<file path="src/rtl/toeplitz_pkg.sv">
// Shared types and sizing helpers for the Toeplitz hashing block.
package toeplitz_pkg;

  typedef enum logic [2:0] {
    S_LOAD_C,
    S_LOAD_R,
    S_WAIT,
    S_RUN,
    S_OUT
  } state_t;

  localparam int DEF_BS = 64;
  localparam int DEF_N  = 256;
  localparam int DEF_L  = 128;

  localparam int WC = DEF_L / DEF_BS;
  localparam int WR = DEF_N / DEF_BS;

  // Word counter must hold 0..words; bit counter indexes 0..bs-1.
  function automatic int cnt_w(input int words);
    return $clog2(words + 1);
  endfunction

  function automatic int bit_w(input int bs);
    return (bs > 1) ? $clog2(bs) : 1;
  endfunction

endpackage

</file>
<file path="src/rtl/toeplitz_hash_ctrl_mac.sv">
// Column shift register and GF(2) accumulator; bit L-1-i of col/acc holds row i.
module toeplitz_mac #(
  parameter int L = 128
) (
  input  logic         clk,
  input  logic         rstn,
  input  logic         load,
  input  logic         clr,
  input  logic         step,
  input  logic         xbit,
  input  logic         rbit,
  input  logic [L-1:0] cinit,
  output logic [L-1:0] acc
);

  logic [L-1:0] col;

  always_ff @(posedge clk or negedge rstn) begin
    if (!rstn) begin
      col <= '0;
      acc <= '0;
    end else if (load) begin
      col <= cinit;
      acc <= '0;
    end else if (step) begin
      acc <= acc ^ (xbit ? col : '0);
      // next column: row 0 takes the new R bit, every other row moves down one
      col <= L'({rbit, col} >> 1);
    end else if (clr) begin
      acc <= '0;
    end
  end

endmodule

</file>
<file path="src/rtl/toeplitz_hash_ctrl.sv">
// Toeplitz hash sequencer: seed load, bit-serial block hashing, result handshake.
module toeplitz_hash_ctrl
  import toeplitz_pkg::*;
#(
  parameter int BS = DEF_BS,
  parameter int N  = DEF_N,
  parameter int L  = DEF_L
) (
  input  logic          clk,
  input  logic          rstn,
  input  logic          reseed,
  input  logic          seed_valid,
  output logic          seed_ready,
  input  logic [BS-1:0] seed_data,
  input  logic          din_valid,
  output logic          din_ready,
  input  logic [BS-1:0] din_data,
  output logic          hash_valid,
  input  logic          hash_ready,
  output logic [L-1:0]  hash_data,
  output logic          busy
);

  localparam int NWC = L / BS;
  localparam int NWR = N / BS;
  localparam int CW  = cnt_w(NWR);
  localparam int BW  = bit_w(BS);

  state_t        state, nxt;
  logic [CW-1:0] scnt, wcnt;
  logic [BW-1:0] bcnt;
  logic [L-1:0]  creg;
  logic [N-1:0]  rreg, rsh;
  logic [BS-1:0] xsh;
  logic          din_acc, mac_load, mac_clr, mac_step;
  logic          seed_last, word_last, blk_last;

  assign seed_last = (state == S_LOAD_C) ? (scnt == CW'(NWC - 1)) : (scnt == CW'(NWR - 1));
  assign word_last = (bcnt == BW'(BS - 1));
  assign blk_last  = (wcnt == CW'(NWR - 1));

  always_ff @(posedge clk or negedge rstn) begin
    if (!rstn) state <= S_LOAD_C;
    else       state <= nxt;
  end

  always_comb begin
    nxt      = state;
    din_acc  = 1'b0;
    mac_load = 1'b0;
    mac_clr  = 1'b0;
    mac_step = 1'b0;
    case (state)
      S_LOAD_C: if (seed_valid && seed_last) nxt = S_LOAD_R;
      S_LOAD_R: if (seed_valid && seed_last) nxt = S_WAIT;
      S_WAIT: begin
        // reseed wins only between blocks
        if (reseed && wcnt == '0) begin
          nxt = S_LOAD_C;
        end else if (din_valid) begin
          nxt      = S_RUN;
          din_acc  = 1'b1;
          mac_load = (wcnt == '0);
        end
      end
      S_RUN: begin
        mac_step = 1'b1;
        if (word_last) nxt = blk_last ? S_OUT : S_WAIT;
      end
      S_OUT: begin
        if (hash_ready) begin
          nxt     = S_WAIT;
          mac_clr = 1'b1;
        end
      end
      default: nxt = S_LOAD_C;
    endcase
  end

  always_ff @(posedge clk or negedge rstn) begin
    if (!rstn) begin
      scnt <= '0;
      wcnt <= '0;
      bcnt <= '0;
      creg <= '0;
      rreg <= '0;
      rsh  <= '0;
      xsh  <= '0;
    end else begin
      case (state)
        S_LOAD_C: if (seed_valid) begin
          creg <= L'({creg, seed_data});
          scnt <= seed_last ? '0 : scnt + 1'b1;
        end
        S_LOAD_R: if (seed_valid) begin
          rreg <= N'({rreg, seed_data});
          scnt <= seed_last ? '0 : scnt + 1'b1;
        end
        S_WAIT: if (din_acc) begin
          xsh  <= din_data;
          bcnt <= '0;
          // MSB of rsh is always R[j+1] for the bit being processed
          if (wcnt == '0) rsh <= rreg << 1;
        end
        S_RUN: begin
          xsh  <= xsh << 1;
          rsh  <= rsh << 1;
          bcnt <= bcnt + 1'b1;
          if (word_last) begin
            bcnt <= '0;
            if (!blk_last) wcnt <= wcnt + 1'b1;
          end
        end
        S_OUT: if (hash_ready) wcnt <= '0;
        default: ;
      endcase
    end
  end

  toeplitz_mac #(.L(L)) u_mac (
    .clk   (clk),
    .rstn  (rstn),
    .load  (mac_load),
    .clr   (mac_clr),
    .step  (mac_step),
    .xbit  (xsh[BS-1]),
    .rbit  (rsh[N-1]),
    .cinit (creg),
    .acc   (hash_data)
  );

  assign seed_ready = (state == S_LOAD_C) || (state == S_LOAD_R);
  assign din_ready  = (state == S_WAIT);
  assign hash_valid = (state == S_OUT);
  assign busy       = (state == S_RUN) || (state == S_OUT) || (wcnt != '0);

endmodule

</file>
<file path="config.mk">
export PLATFORM = sky130hd
export DESIGN_NAME = toeplitz_hash_ctrl
export DESIGN_NICKNAME = d
export VERILOG_FILES = /design/src/rtl/toeplitz_pkg.sv /design/src/rtl/toeplitz_hash_ctrl_mac.sv /design/src/rtl/toeplitz_hash_ctrl.sv
export SDC_FILE = /design/constraint.sdc
export NUM_CORES = 2
export LEC_CHECK = 0
export CAP_MARGIN = 0
export CORE_ASPECT_RATIO = 1.2
export CORE_MARGIN = 10
export CORE_UTILIZATION = 37
export DETAILED_ROUTE_END_ITERATION = 10
export DONT_BUFFER_PORTS = 1
export PLACE_DENSITY = 0.53
export SYNTH_ARGS = -nofsm -noshare
export SYNTH_HDL_FRONTEND = slang
export SYNTH_HIERARCHICAL = 1
export SYNTH_SLANG_ARGS = --single-unit
</file>
<file path="constraint.sdc">
create_clock -name clk -period 6.52 [get_ports clk]
set_input_delay 1.304 -clock clk [delete_from_list [all_inputs] [get_ports clk]]
set_output_delay 1.304 -clock clk [all_outputs]
set_load 0.005 [all_outputs]
</file>
==> results.json <==
{
  "cp-start-kind": "primary input",
  "cts_tree": "yes",
  "syn2layout_area_growth_pct": 9.008,
  "dpl.hpwl_um": 57080,
  "synthXorXnorAreaFrac_pct": 0.04084,
  "dr.pass1.iters": 5,
  "synth.area.mux_share_pct": 19.83,
  "portBuffers": 0,
  "rows": 136,
  "place.gp.congestion": 0.7336,
  "fin_util_pct": 40.71,
  "netlist_area_um2": 42890,
  "ys.flop_type": "dfrtp_1",
  "leakage_nw": 21.45,
  "clock_sinks": 973,
  "die_area_um2": 130000,
  "fill_cells": 10920,
  "cts_inserted_buffers": 99,
  "grt_max_degree": 243,
  "core_area_um2": 114900,
  "layout_min_cycle_time_ns": 4.850,
  "ir_drop_mv": 0.3516,
  "antenna_found_initial": 11,
  "synth_cells": 3704,
  "avgSynthCellArea_um2": 11.58,
  "synth_top_cells_by_area": "dfrtp_1 57%, mux2_2 10%, mux2i_1 9.8%",
  "tns_ns": 0,
  "r2r_slack_ns": 2.74,
  "clk_pin_slew_worst_paths_ns": 0.07,
  "finalNonFillerCells": 5158,
  "synth_compound_area_share_pct": 7.581,
  "finalHoldViolCount": 0,
  "cts_resized": 0,
  "cpMostUsedCell": "buf_16",
  "grt_pass1_vias": 26230,
  "dp_cells": 4974,
  "cp_slowest_cell": "buf_16",
  "synthArstFlopShare_pct": 100.0,
  "grt_first_pass_wirelength_um": 152500,
  "drive_above_1_share_pct": 15.89,
  "hold_path_class": "in -> async",
  "maxCapViolCount": 0,
  "synth-simple-area-share_pct": 11.15,
  "drc_errors": 0,
  "fin_worst_skew_ns": 0.01680,
  "wl_per_cell_um": 18.38,
  "synth_top_family_by_area": "multiplexers",
  "final_nets": 3696,
  "start_util_pct": 37.34,
  "drv_slew": 0,
  "synth_top_area_share_pct": 56.76,
  "finalCritPeriodShare_pct": 74.39,
  "grt_use_total_pct": 14.35,
  "h-tree-depth": 3,
  "slew_headroom_pct": 16.38,
  "max_freq_ghz": 0.2062,
  "tightest_slew_ns": 1.254,
  "crit_fanout": 242,
  "worstSkewPairLatency_ns": 0.67,
  "io_pins": 266,
  "cts_root_buf": "clkbuf_16",
  "via_per_inst": 5.181,
  "endpoint_kind": "asynchronous set/reset pin",
  "rsz0062_at_grt": "no",
  "status": "complete, no violations",
  "synth_nets": 3843,
  "vias": 26720,
  "gr-total-overflow": 0,
  "worst-setup-path-type": "in -> async",
  "ys_seq_area_share_pct": 56.76,
  "synth_fa_ha_area_share_pct": 0.1458,
  "postCtsSetupBuffers": 0,
  "wl_um": 94790,
  "die-height_um": 393.0,
  "first_iter_violations": 1892,
  "hold_buffers": 0,
  "synth_cell_types": 43,
  "critPathRequiredTime_ns": 7.21,
  "setup_viol": 0,
  "max_stage_delay_ns": 0.85,
  "path_cells": "buf_16 -> buf_16 -> buf_16 -> buf_16 -> buf_16",
  "fp.dieW_um": 330.8,
  "synth_area_leader_cell": "dfrtp_1",
  "ys_ff_latch": 973,
  "power_mw": 23.78,
  "antenna_left": 0,
  "yosysWarningCount": 6,
  "synth_edf_count": 0,
  "cp_data_arrival_time_ns": 5.54,
  "clk_path_buf_depth": 3,
  "cellPowerDensity_nw_per_um2": 508.6
}
## layout make-up
cell class,instances,area (um2),share of cell area (%)
inverters,10,45.04,0.09633
multi-input cells,2442,16650,35.62
flip-flops and latches,973,24350,52.08
diodes,8,20.02,0.04282
clock buffers,151,2998,6.412
repair buffers,31,470.5,1.006
clock inverters,25,317.8,0.6797
well taps,1518,1899,4.062
## cells by family (layout without fill, tap and decap cells)
group / count (synthesis) / after routing
AND/OR/NAND/NOR: 1031 / 1031
flip-flops: 973 / 973
multiplexers: 802 / 802
AO/OA/AOI/OAI: 602 / 602
buffers and inverters: 289 / 217
adder cells (fa/ha/maj): 5 / 5
XOR/XNOR: 2 / 2
other: 0 / 8
## flip-flops by register name (all words and copies together), names as in the netlist
| register | count |
|---|---|
| xsh | 64 |
| scnt | 3 |
| bcnt | 6 |
| u_mac/col | 128 |
| creg | 128 |
| rreg | 255 |
| wcnt | 3 |
| rsh | 255 |
| state | 3 |
| u_mac/acc | 128 |
## Yosys cell counts (3+ instances only)
library cell and instances:
and3_1 4, nand3_1 135, o22ai_1 31, buf_8 10, clkbuf_1 56, nor2_1 63, clkbuf_4 5, mux2_2 383
buf_4 29, a31oi_1 135, mux2i_1 419, ha_1 5, dfrtp_1 973, nand2b_1 3, buf_2 119, inv_1 9
nand3b_1 3, buf_6 60, o21ai_0 273, nand2_1 683, nand4b_1 129, o21ai_1 152
## worst max-delay path: cells and delay by family
family                 cells  cell delay [ns]
buffers and inverters      5             3.24
## placed cells by master, fill, tap and decap left out, drive strengths merged, types with 13 or more instances in the layout
| cell | n |
|---|---|
| a31oi | 135 |
| buf | 31 |
| clkbuf | 151 |
| clkinv | 13 |
| dfrtp | 973 |
| mux2 | 383 |
| mux2i | 419 |
| nand2 | 683 |
| nand3 | 135 |
| nand4b | 129 |
| nor2 | 64 |
| o21ai | 425 |
| o22ai | 31 |
## worst paths after layout
path                 start  cells past startpoint             to
max in group clk  state[0]                      5           busy
min reg2reg        xsh[41]                      2        xsh[42]
min                   rstn                      0        xsh[35]
min in group clk   xsh[41]                      2        xsh[42]
max                   rstn                      5  u_mac/col[49]
max reg2reg       state[0]                      7   u_mac/col[1]
## power breakdown
part / switching (mW) / internal [mW]
Sequential: 2.22 / 8.66
Combinational: 3.80 / 3.28
Clock: 2.39 / 3.43
Total: 8.41 / 15.4
## metrics by stage
stage,hold slack (ns),worst slack (ns),cell area (um2)
2_1_floorplan,0.4484,4.010,42890
3_3_place_gp,0.4610,0.9317,43420
3_5_place_dp,0.4623,0.9982,43420
4_1_cts,0.2504,1.695,46740
5_1_grt,0.2806,1.035,46740
6_report,0.3283,1.670,46760
## routing by layer
metal	GRT usage (%)	share of wire [%]	vias up
li1	-	-	12800
met4	4.350	2.0	16
met1	20.55	48	13370
met5	0	0.11	-
met2	21.62	44	416
met3	2.992	5.9	124
(Power assumes the default switching activity.)
